--- src/rtl/elevator_pkg.sv ---
// Shared state encoding and direction constants for the SCAN elevator controller.
package elevator_pkg;
  typedef enum logic [1:0] {IDLE, DOOR_OPEN, MOVE} state_t;
  localparam logic UP   = 1'b1;
  localparam logic DOWN = 1'b0;
endpackage

--- src/rtl/elevator_call_scan.sv ---
// Combinational reduction of pending calls relative to a floor and direction:
// calls here (same/opposite sense) and calls strictly ahead/behind.
module elevator_call_scan
  import elevator_pkg::*;
#(
  parameter int NUM_FLOORS = 4,
  localparam int FW = $clog2(NUM_FLOORS)
) (
  input  logic [NUM_FLOORS-1:0] pend_car,
  input  logic [NUM_FLOORS-1:0] pend_up,
  input  logic [NUM_FLOORS-1:0] pend_dn,
  input  logic [FW-1:0]         floor,
  input  logic                  dir,
  output logic                  here_d,
  output logic                  here_o,
  output logic                  ahead,
  output logic                  behind
);
  logic [NUM_FLOORS-1:0] any_call, above, below;

  always_comb begin
    any_call = pend_car | pend_up | pend_dn;
    above    = '0;
    below    = '0;
    for (int i = 0; i < NUM_FLOORS; i++) begin
      above[i] = any_call[i] && (FW'(i) > floor);
      below[i] = any_call[i] && (FW'(i) < floor);
    end
  end

  assign ahead  = (dir == UP) ? |above : |below;
  assign behind = (dir == UP) ? |below : |above;
  assign here_d = pend_car[floor] | ((dir == UP) ? pend_up[floor] : pend_dn[floor]);
  assign here_o = (dir == UP) ? pend_dn[floor] : pend_up[floor];
endmodule

--- src/rtl/elevator_scan_ctrl.sv ---
// SCAN elevator controller: latches car/hall calls and owns the move and door timers.
// A latched call reaches door/moving one cycle later; one floor transit is MOVE_CYCLES cycles.
module elevator_scan_ctrl
  import elevator_pkg::*;
#(
  parameter int NUM_FLOORS  = 4,
  parameter int MOVE_CYCLES = 100_000_000,
  parameter int DOOR_CYCLES = 300_000_000,
  localparam int FW = $clog2(NUM_FLOORS)
) (
  input  logic                  clk,
  input  logic                  reset,
  input  logic [NUM_FLOORS-1:0] car_req,
  input  logic [NUM_FLOORS-1:0] hall_up,
  input  logic [NUM_FLOORS-1:0] hall_dn,
  input  logic                  openDoor,
  input  logic                  closeDoor,
  output logic [FW-1:0]         floor,
  output logic                  dir,
  output logic                  door,
  output logic                  moving,
  output logic [NUM_FLOORS-1:0] pend_car,
  output logic [NUM_FLOORS-1:0] pend_up,
  output logic [NUM_FLOORS-1:0] pend_dn
);
  localparam int MTW = $clog2(MOVE_CYCLES + 1);
  localparam int DTW = $clog2(DOOR_CYCLES + 1);
  localparam logic [MTW-1:0]        MOVE_RELOAD = MTW'(MOVE_CYCLES - 1);
  localparam logic [DTW-1:0]        DOOR_RELOAD = DTW'(DOOR_CYCLES - 1);
  localparam logic [NUM_FLOORS-1:0] ONE = NUM_FLOORS'(1);
  localparam logic [FW-1:0]         TOP = FW'(NUM_FLOORS - 1);

  state_t                state, state_nxt;
  logic [FW-1:0]         floor_nxt, nf, scan_floor;
  logic                  dir_nxt, dir_arr, scan_dir, arriving;
  logic [MTW-1:0]        move_tmr, move_tmr_nxt;
  logic [DTW-1:0]        door_tmr, door_tmr_nxt;
  logic [NUM_FLOORS-1:0] up_in, dn_in, fmask, clr_car, clr_up, clr_dn;
  logic                  serve, call_here, here_d, here_o, ahead, behind;

  assign up_in     = hall_up & ~(ONE << (NUM_FLOORS - 1));
  assign dn_in     = hall_dn & ~ONE;
  assign fmask     = ONE << floor;
  assign nf        = (dir == UP) ? floor + FW'(1) : floor - FW'(1);
  assign dir_arr   = (nf == '0) ? UP : (nf == TOP) ? DOWN : dir;
  assign arriving  = (state == MOVE) && (move_tmr == '0);
  // On the arrival cycle the scan evaluates the floor being entered.
  assign scan_floor = arriving ? nf : floor;
  assign scan_dir   = arriving ? dir_arr : dir;
  assign call_here  = car_req[floor] | ((dir == UP) ? up_in[floor] : dn_in[floor]);

  elevator_call_scan #(.NUM_FLOORS(NUM_FLOORS)) u_scan (
    .pend_car (pend_car),
    .pend_up  (pend_up),
    .pend_dn  (pend_dn),
    .floor    (scan_floor),
    .dir      (scan_dir),
    .here_d   (here_d),
    .here_o   (here_o),
    .ahead    (ahead),
    .behind   (behind)
  );

  always_ff @(posedge clk) begin
    if (!reset) begin
      state    <= IDLE;
      floor    <= '0;
      dir      <= UP;
      move_tmr <= '0;
      door_tmr <= '0;
      pend_car <= '0;
      pend_up  <= '0;
      pend_dn  <= '0;
    end else begin
      state    <= state_nxt;
      floor    <= floor_nxt;
      dir      <= dir_nxt;
      move_tmr <= move_tmr_nxt;
      door_tmr <= door_tmr_nxt;
      pend_car <= (pend_car | car_req) & ~clr_car;
      pend_up  <= (pend_up | up_in) & ~clr_up;
      pend_dn  <= (pend_dn | dn_in) & ~clr_dn;
    end
  end

  always_comb begin
    state_nxt    = state;
    floor_nxt    = floor;
    dir_nxt      = dir;
    move_tmr_nxt = move_tmr;
    door_tmr_nxt = door_tmr;
    serve        = 1'b0;
    case (state)
      IDLE: begin
        if (openDoor || here_d) begin
          state_nxt    = DOOR_OPEN;
          door_tmr_nxt = DOOR_RELOAD;
          serve        = 1'b1;
        end else if (ahead) begin
          state_nxt    = MOVE;
          move_tmr_nxt = MOVE_RELOAD;
        end else if (here_o) begin
          dir_nxt      = ~dir;
          state_nxt    = DOOR_OPEN;
          door_tmr_nxt = DOOR_RELOAD;
          serve        = 1'b1;
        end else if (behind) begin
          dir_nxt = ~dir;
        end
      end
      DOOR_OPEN: begin
        serve = 1'b1;
        if (openDoor || call_here) begin
          door_tmr_nxt = DOOR_RELOAD;
        end else if (closeDoor || door_tmr == '0) begin
          door_tmr_nxt = '0;
          state_nxt    = IDLE;
        end else begin
          door_tmr_nxt = door_tmr - DTW'(1);
        end
      end
      MOVE: begin
        if (!arriving) begin
          move_tmr_nxt = move_tmr - MTW'(1);
        end else begin
          floor_nxt = nf;
          dir_nxt   = dir_arr;
          if (here_d || (!ahead && here_o)) state_nxt = IDLE;
          else move_tmr_nxt = MOVE_RELOAD;
        end
      end
      default: state_nxt = IDLE;
    endcase
  end

  // Clearing follows the direction the door opens with, including a same-cycle flip.
  assign clr_car = serve ? fmask : '0;
  assign clr_up  = (serve && dir_nxt == UP) ? fmask : '0;
  assign clr_dn  = (serve && dir_nxt == DOWN) ? fmask : '0;

  always_comb begin
    door   = (state == DOOR_OPEN);
    moving = (state == MOVE);
  end
endmodule

--- config.mk ---
export PLATFORM = sky130hd
export DESIGN_NAME = elevator_scan_ctrl
export DESIGN_NICKNAME = d
export VERILOG_FILES = /design/src/rtl/elevator_pkg.sv /design/src/rtl/elevator_call_scan.sv /design/src/rtl/elevator_scan_ctrl.sv
export SDC_FILE = /design/constraint.sdc
export NUM_CORES = 1
export LEC_CHECK = 0
export ABC_AREA = 1
export CAP_MARGIN = 30
export CORE_UTILIZATION = 56
export CTS_CLUSTER_SIZE = 8
export DETAILED_ROUTE_END_ITERATION = 8
export PLACE_DENSITY_LB_ADDON = 0.12
export SLEW_MARGIN = 20
export SYNTH_ARGS = -nofsm -noshare
export SYNTH_HDL_FRONTEND = slang
export SYNTH_HIERARCHICAL = 1
export SYNTH_SLANG_ARGS = --single-unit
--- constraint.sdc ---
create_clock -name clk -period 5.6 [get_ports clk]
set_input_delay 1.12 -clock clk [delete_from_list [all_inputs] [get_ports clk]]
set_output_delay 1.12 -clock clk [all_outputs]
set_load 0.05 [all_outputs]
==> results of run 1 <==
==> flip-flops by register name (all words and copies together) (netlist names) <==
name      flops
door_tmr     29
move_tmr     27
pend_car      4
pend_dn       4
pend_up       4
floor         2
state         2
dir           1
==> cells in the mapped netlist (all sizes together) <==
library cell	count	area, sq um
nand2	204	791
a21oi	53	277
a31oi	2	12.5
xor2	11	96.3
nand4	26	163
nand3	85	450
inv	81	304
o21bai	2	15.0
nor3	3	15.0
o21ai	49	249
o31ai	1	7.51
dfxtp	73	1460
clkbuf	8	30.0
a21o	3	22.5
or2	11	68.8
xnor2	3	26.3
nor4	1	6.26
ha	4	50.1
buf	15	119
nor2	154	636
a22oi	1	7.51
==> cell usage in the layout (no fill, tap or decap), types with 5 or more instances in the layout <==
| master | Yosys | layout |
|---|---|---|
| nand3_1 | 80 | 80 |
| nand4_1 | 26 | 26 |
| inv_1 | 77 | 77 |
| clkbuf_8 | 0 | 10 |
| nor2_1 | 139 | 139 |
| nand2_1 | 198 | 198 |
| nand3_2 | 5 | 5 |
| or2_2 | 11 | 11 |
| o21ai_0 | 47 | 47 |
| clkdlybuf4s50_1 | 0 | 30 |
| dfxtp_1 | 73 | 73 |
| xor2_1 | 11 | 11 |
| nor2_2 | 11 | 11 |
| a21oi_1 | 50 | 50 |
==> layer usage <==
| metal | wire length, microns | share of wire (%) |
|---|---|---|
| met5 | 0 | 0 |
| met3 | 857 | 7.0 |
| met1 | 5430 | 44 |
| met2 | 5750 | 47 |
| met4 | 185 | 1.5 |
==> worst reg2reg max path, delay by kind of cell, from the launching register on <==
family | cells | cell delay (ns)
buffers and inverters | 2 | 0.67
DFF | 1 | 0.35
and+or+nand+nor | 14 | 2.56
AOI/OAI and AO/OA | 3 | 0.50
==> power by group <==
part	switching (W)	total, W	leakage [nW]	internal, W
Combinational	0.00123	0.00182	1.71	0.000590
Sequential	0.000179	0.000852	0.602	0.000673
Clock	0.000216	0.000435	0.0949	0.000218
Total	0.00163	0.00311	2.41	0.00148
==> final cells by class <==
class,instances,area (sq um)
inverters,81,304
clock buffers,10,138
multi-input cells,613,2890
fillers,791,2930
well taps,105,131
flip-flops and latches,73,1460
clock inverters,6,66.3
repair buffers,34,338
==> worst max path at each step <==
stage	endpoint	slack [ns]	cells after the start
finish	move_tmr[20]	1.46	19
global route	move_tmr[16]	1.06	20
CTS	move_tmr[18]	1.48	19
detailed placement	move_tmr[3]	1.58	19
global placement	move_tmr[3]	1.63	19
floorplan	door_tmr[17]	2.57	18
==> logic make-up after synthesis <==
logic type,after synthesis,synth area share [%]
xor+xnor,14,2.55
fa+ha+maj,4,1.04
compound gates,111,12.3
flops,73,30.4
simple gates,484,44.3
buf+inv,104,9.42
==> stage by stage <==
| step | utilization, % | instance area, sq um | total power, W | instances | hold slack, ns |
|---|---|---|---|---|---|
| 3_3_place_gp | 61.9 | 5110 | 0.00260 | 905 | 0.480 |
| 6_report | 64.6 | 5330 | 0.00311 | 922 | 0.487 |
| 2_1_floorplan | - | 4810 | 0.00228 | 790 | 0.465 |
| 5_1_grt | 64.6 | 5330 | 0.00340 | 922 | 0.533 |
| 3_5_place_dp | 62.1 | 5130 | 0.00265 | 906 | 0.475 |
| 4_1_cts | 64.6 | 5330 | 0.00310 | 922 | 0.487 |
==> metrics.txt, run 1 <==
PortBufs 30; post-route minimum period 4.14 ns; Leak 2.41 nW; Avg Cell Area, Syn slightly above 6 sq um; DR vias roughly 5200; WL per Instance 13.3 microns; die height around 95 microns; Iteration-0 DRC Markers around 330; nets@finish 832; Clock Skew 0.0108 ns; Syn Inst Count 790; RSZ-0062 raised after global routing no; Sink Count 73; crit share post-route roughly 74%; HP Start pend_up[3]; largest net degree at the start of global routing 34; Worst Hold Endpoint pend_up[3]; Top Usage Layer GRT met2; CP bufs+invs 2; length of the first detailed-routing pass in iterations 5; post-cts resize count 0; Post-CTS Hold Fix Bufs 0; hold path cells 2; DPL Wire Length 8840 microns; DRT antenna net count 0; standard-cell rows 33; r2r startpoint move_tmr[14]; Initial Utilization between 50% and 60%; actual slew at the worst max-slew pin 0.668 ns; global-route wire length before repair 20000 microns; relative slew slack 55.4%; Final TNS setup 0 ns; Area growth, synth to finish 10.9%; Clk pin slew, worst setup/hold paths 0.08 ns; GPL Wtd Cong 0.908; GRT overflow 0; Max Root-Sink Buffers 2; CP Cell Sequence nor2_1 -> nand2_1 -> nor2_4 -> nand2_1 -> inv_1 -> nand3_2 -> nand2_1 -> nand2_1 -> nand2_1 -> nand3_1 -> nand3_1 -> nand3_1 -> nor2_1 -> nand2_1 -> a21oi_1 -> nand2_2 -> inv_1 -> o21ai_0 -> a21oi_1; FMAX 241 MHz; Syn Std Cell Area 0.00481 sq mm; critical path arrival 4.43 ns; max_cap viols 0; GR Util met1 a little over a third; die outline width 94.7 microns; area of the core slightly above 0.008 sq mm; CP startpoint kind flop; pre-CTS WS 1.58 ns; R2R Setup Slk 1.46 ns; CTS tree built; Total GRT Usage around 28%; GR Util met2 roughly 47%; total wire length between 10000 and 15000 microns; setup violators final 0; Worst path max stage delay approximately 0.58 ns; DRC viols 0; unique cell type count in the Yosys netlist 33; syn nets 810; Worst Path Required 5.89 ns; Hold Violations, Final 0; postcts setup bufs 0; die area 0.00896 sq mm; CTS buffer count 9; vias in the first global route between 4000 and 5000; root buf cell clkbuf_8; GR Layer Usage met3 between 5 and 6%; highest-delay cell along the critical path inv_1; Seq/Total Area, Yosys 30.4%; clock latency on the worst-skew pair 0.37 ns; status completed; n_diodes 0; Crit Path Max Fanout 29; Synth Warn # 6; Most common cell on crit path nand2_1; # IOs 33; htree depth 3; crit path kind reg -> reg; r2r worst-path depth 19; Yosys reg bits 73; cell family with most CP delay simple AND/OR/NAND/NOR gates; ratio of cells with drive above 1 in the final layout 7.96%; Reg-to-Reg End move_tmr[20]; Final Worst Setup Slack approximately 1.5 ns; crit end category flop; Max IR drop VDD 0.272 mV; power per cell area 584 mW/mm^2; CP startpoint move_tmr[14]; Slew Limit Fails 0; hold crit path type reg -> reg; initial antenna violation count 0; vias per inst 5.59
No activity file was read; power rests on OpenSTA's default activity.
==> inputs of run 2 (changes only) <==
==> constraint.sdc (replaced) <==
create_clock -name clk -period 4.11 [get_ports clk]
set_input_delay 0.822 -clock clk [delete_from_list [all_inputs] [get_ports clk]]
set_output_delay 0.822 -clock clk [all_outputs]
set_load 0.05 [all_outputs]
==> run 2 against run 1 <==
Compared with the run above:
- sequential share of layout area shrank 0.42 points
- wire length grew 2.5%
- sequential power grew 36%
- fmax grew 17%
- worst setup slack lost 0.90 ns
- core utilization grew 1.0 points
- count of clock-buffer cells in the layout grew 2
- die area is the same
- final cell count grew 0.33%
==> metrics.txt, run 2 (synthesis gave the netlist of run 1 again) <==
status completed; commonest non-fill, non-tap cell in the layout nand2_1; Slew Limit Fails 0; htree depth 3; Post-CTS Hold Fix Bufs 0; highest-delay cell along the critical path dfxtp_1; Clock Skew 0.0127 ns; HP Start pend_up[3]; Largest register FFs 29; die height about 95 microns; FMAX 281 MHz; Hold Violations, Final 0; area of the core 0.00826 sq mm; final instance area between 0.005 and 0.006 sq mm; CTS tree built; r2r startpoint move_tmr[0]; Max Root-Sink Buffers 2; CP startpoint kind flop; clock latency on the worst-skew pair 0.36 ns; GPL Wtd Cong 0.910; sequential cell area 0.00146 sq mm; relative slew slack 61.8%; die outline width 94.7 microns; largest net degree at the start of global routing 34; Top reg by flops door_tmr; # IOs 33; WL per Instance 13.5 microns; vias per inst between 5 and 6; post-route minimum period 3.55 ns; DPL Wire Length 8960 microns; hold path cells 2; Iteration-0 DRC Markers 390; crit path kind reg -> reg; Worst Hold Endpoint pend_up[3]; Reg-to-Reg End door_tmr[26]; Area growth, synth to finish 12.6%; PortBufs 30; root buf cell clkbuf_8; post-cts resize count 0; DRC viols 0; Top Registers door_tmr x29, move_tmr x27; commonest cells after routing, fill and taps aside nand2_1 (197), nor2_1 (139), nand3_1 (80); crit end category flop; power per cell area 820 mW/mm^2; Area after DPL 0.00515 sq mm; Total GRT Usage 29.1%; global-route wire length before repair 20800 microns; Worst Path Required 4.41 ns; RSZ-0062 raised after global routing no; ratio of cells with drive above 1 in the final layout 8.41%; hold crit path type reg -> reg; DR vias 5148; Clk pin slew, worst setup/hold paths 0.08 ns; Initial Utilization 58.2%; CP Cell Sequence inv_1 -> ha_1 -> nand2_1 -> nor2_1 -> nand3_1 -> nor2_1 -> nand2_1 -> nand2_1 -> nand2_1 -> nor2_2 -> inv_1 -> nand2_1 -> nand3_2 -> nand2_1 -> nand2_1 -> o21ai_0 -> nand2_1 -> nand2_2 -> inv_1 -> nor2_4 -> nand4_1 -> o21ai_0 -> nand2_1 -> nor2_1; initial antenna violation count 0; multi-input logic area 0.00290 sq mm; Most common cell on crit path nand2_1; dpl cells 909; Leak 2.46 nW; Worst path max stage delay 0.33 ns; Sink Count 73; total wire length 12500 microns; critical path arrival 3.85 ns; crit share post-route 86.4%; Max IR drop VDD about 0.34 mV; max_cap viols 0; setup violators final 0; Fillers 806; die area 0.00896 sq mm; Final TNS setup 0 ns; n_diodes 0; actual slew at the worst max-slew pin 0.573 ns; R2R Setup Slk 0.56 ns; standard-cell rows 33; vias in the first global route between 4000 and 5000; DRT antenna net count 0; Layout Cells excl Fill 925; r2r worst-path depth 24; length of the first detailed-routing pass in iterations 5; postcts setup bufs 0; GRT overflow 0; CTS buffer count 9; Crit Path Max Fanout 15; nets@finish roughly 840
[run 2: cell types whose count changed in the layout (fill, tap and decap cells not counted), sizes merged]
cell	before	now
inv	82	81
clkinvlp	3	1
clkbuf	10	12
bufinv	1	3
clkinv	1	0
buf	4	7
[run 2: worst max-delay path by stage]
stage / start / slack [ns] / end
CTS: move_tmr[0] / 0.43 / door_tmr[26]
finish: move_tmr[0] / 0.56 / door_tmr[26]
global route: move_tmr[0] / 0.15 / door_tmr[26]
detailed placement: move_tmr[0] / 0.47 / door_tmr[26]
global placement: move_tmr[0] / 0.57 / door_tmr[26]
floorplan: floor[1] / 1.08 / door_tmr[17]
[run 2: layout make-up]
class                           count  share of cell area, %
Clock buffer                       12                   3.05
Inverter                           81                   5.61
Tap cell                          105                   2.43
Clock inverter                      4                   1.80
Multi-Input combinational cell    613                   53.5
Sequential cell                    73                   27.0
Timing Repair Buffer               37                   6.65
[run 2: power breakdown]
group / total, W / internal (W) / switching, W
combinational: 0.00253 / 0.000815 / 0.00172
sequential: 0.00116 / 0.000917 / 0.000248
clock: 0.000742 / 0.000453 / 0.000289
total: 0.00444 / 0.00219 / 0.00225
[run 2: critical path, delay by kind of cell (launching register included)]
kind / cells / cell delay [ns]
AO/OA/AOI/OAI: 2 / 0.35
adder cells (fa/ha/maj): 1 / 0.19
AND/OR/NAND/NOR: 18 / 2.21
buffers and inverters: 3 / 0.41
flip-flops: 1 / 0.33
[run 2: routing by layer]
layer / wire length (microns) / up-vias / GRT usage (%)
met5: 0 / - / 0
met4: 217 / 0 / 11.5
met3: 838 / 22 / 4.27
met2: 5790 / 188 / 47.6
met1: 5690 / 2339 / 38.4
li1: - / 2599 / -
[run 2: through the flow]
stage / total power (W) / worst slack [ns] / hold slack [ns] / utilization (%)
after floorplan: 0.00311 / 1.08 / 0.465 / -
after global placement: 0.00355 / 0.568 / 0.481 / 62.2
after detailed placement: 0.00364 / 0.472 / 0.483 / 62.4
after CTS: 0.00440 / 0.434 / 0.494 / 65.5
after global routing: 0.00481 / 0.147 / 0.515 / 65.6
final: 0.00444 / 0.558 / 0.489 / 65.6
==> inputs of run 3 (changes only) <==
--- a/config.mk
+++ b/config.mk
@@ -7,10 +7,11 @@
 export LEC_CHECK = 0
 export ABC_AREA = 1
 export CAP_MARGIN = 30
+export CORE_MARGIN = 10
 export CORE_UTILIZATION = 56
 export CTS_CLUSTER_SIZE = 8
 export DETAILED_ROUTE_END_ITERATION = 8
-export PLACE_DENSITY_LB_ADDON = 0.12
+export PLACE_DENSITY = 0.8
 export SLEW_MARGIN = 20
 export SYNTH_ARGS = -nofsm -noshare
 export SYNTH_HDL_FRONTEND = slang
==> run 3 against run 2 <==
Compared with the run above:
- fmax shrank 1.7%
- combinational power is essentially flat
- sequential cell count is the same
- power shrank 1.4%
- non-clock buffer count shrank 1
- final cell count shrank 0.11%
- highest routed layer unchanged
- hold slack gained 0.0011 ns
- first-iteration DRC count grew 7.2%
- worst setup slack lost 0.060 ns
- wire length shrank 0.17%
- critical path type unchanged
- core utilization shrank 0.67 points
==> metrics.txt, run 3 (synthesis gave the netlist of run 1 again) <==
Leak 2.45 nW; largest net degree at the start of global routing 34; Worst Path Required 4.40 ns; commonest cells after routing, fill and taps aside nand2_1 (198), nor2_1 (139), nand3_1 (80); Post-CTS Hold Fix Bufs 0; total design power 0.00438 W; htree depth 3; vias per inst between 5 and 6; Slew Limit Fails 0; GPL Wtd Cong about 0.93; length of the first detailed-routing pass in iterations 6; Fillers 766; Area growth, synth to finish 12.1%; Final TNS setup 0 ns; Initial Utilization 57.9%; vias in the first global route 4830; GRT overflow 0; CTS buffer count 9; R2R Setup Slk around 0.50 ns; status completed; DR vias 5143; crit path kind reg -> reg; die area 0.0127 sq mm; nets@finish about 830; Clock Skew 0.0104 ns; Total GRT Usage 19.4%; initial antenna violation count 0; setup violators final 0; sequential cell area 0.00146 sq mm; Top Registers door_tmr x29, move_tmr x27; Hold Violations, Final 0; RSZ-0062 raised after global routing no; DRT antenna net count 0; DPL Wire Length 9090 microns; max_cap viols 0; postcts setup bufs 0; commonest non-fill, non-tap cell in the layout nand2_1; Sink Count 73; clock latency on the worst-skew pair 0.36 ns; # IOs 33; total wire length 12500 microns; crit end category flop; post-cts resize count 0; DRC viols 0; root buf cell clkbuf_8; global-route wire length before repair 21400 microns; post-route minimum period 3.61 ns; n_diodes 0; Top reg by flops door_tmr; die height 113 microns; Iteration-0 DRC Markers 418; die outline width about 110 microns; actual slew at the worst max-slew pin ~0.69 ns; CP startpoint kind flop; CTS tree built; Max Root-Sink Buffers 2; standard-cell rows 33; FMAX 277 MHz; hold crit path type reg -> reg; power per cell area 813 mW/mm^2; WL per Instance approximately 14 microns; relative slew slack 54.2%; area of the core 0.00830 sq mm; crit share post-route 87.9%; Max IR drop VDD 0.397 mV; PortBufs 30; ratio of cells with drive above 1 in the final layout under 10%; Crit Path Max Fanout 17; Largest register FFs 29; Clk pin slew, worst setup/hold paths around 0.080 ns; multi-input logic area a little under 0.003 sq mm; critical path arrival between 3 and 4 ns
==> run 3: cell types whose count changed in the layout (fill, tap and decap cells not counted), sizes merged <==
cell	before	now
clkbuf	12	11
clkinv	0	1
buf	7	6
==> run 3: path summary, 6_finish.rpt <==
path / startpoint / endpoint / cells after the start
setup reg to reg: move_tmr[0] / move_tmr[6] / 20
setup / recovery: move_tmr[0] / move_tmr[6] / 20
hold reg to reg: pend_up[3] / pend_up[3] / 2
hold / removal: pend_up[3] / pend_up[3] / 2
==> run 3: critical path, cell delays in order, from the launching register on <==
cell     delay, ns
dfxtp_1       0.34
inv_1         0.14
ha_1          0.20
nand2_1       0.06
nor2_1        0.19
nand3_1       0.15
nor2_4        0.19
nand3_1       0.11
nand2_1       0.29
inv_2         0.12
nand2_1       0.07
nand3_1       0.09
nand3_1       0.11
nand3_1       0.11
nor2_1        0.26
nand2_1       0.08
a21oi_1       0.20
nand2_2       0.08
inv_1         0.39
o21ai_0       0.19
a21oi_1       0.16
==> run 3: final cells by class <==
class | instances | share of cell area [%]
flip-flops and latches | 73 | 27.1
well taps | 105 | 2.44
multi-input cells | 613 | 53.7
clock buffers | 11 | 2.62
clock inverters | 5 | 1.90
repair buffers | 36 | 6.55
inverters | 81 | 5.64
==> run 3: stage by stage <==
step | util (%) | instance area [sq um] | setup WS, ns | std cells | hold WS, ns
2_1_floorplan | - | 4810 | 1.08 | 790 | 0.465
3_3_place_gp | 61.8 | 5130 | 0.757 | 907 | 0.482
3_5_place_dp | 62.0 | 5140 | 0.590 | 908 | 0.484
4_1_cts | 64.9 | 5390 | 0.555 | 924 | 0.495
5_1_grt | 64.9 | 5390 | 0.0853 | 924 | 0.540
6_report | 64.9 | 5390 | 0.498 | 924 | 0.490
==> run 3: power by group <==
group	switching, W	internal (W)	total [W]
clock network	0.000286	0.000419	0.000705
registers	0.000249	0.000917	0.00117
logic	0.00169	0.000813	0.00251
total	0.00223	0.00215	0.00438
==> run 3: routing by layer <==
metal / share of wire (%) / global-route usage (%) / up-vias
li1: - / - / 2593
met1: 45 / 24.0 / 2334
met4: 1.3 / 7.02 / 0
met2: 47 / 32.2 / 196
met5: 0 / 0 / -
met3: 6.8 / 4.05 / 20
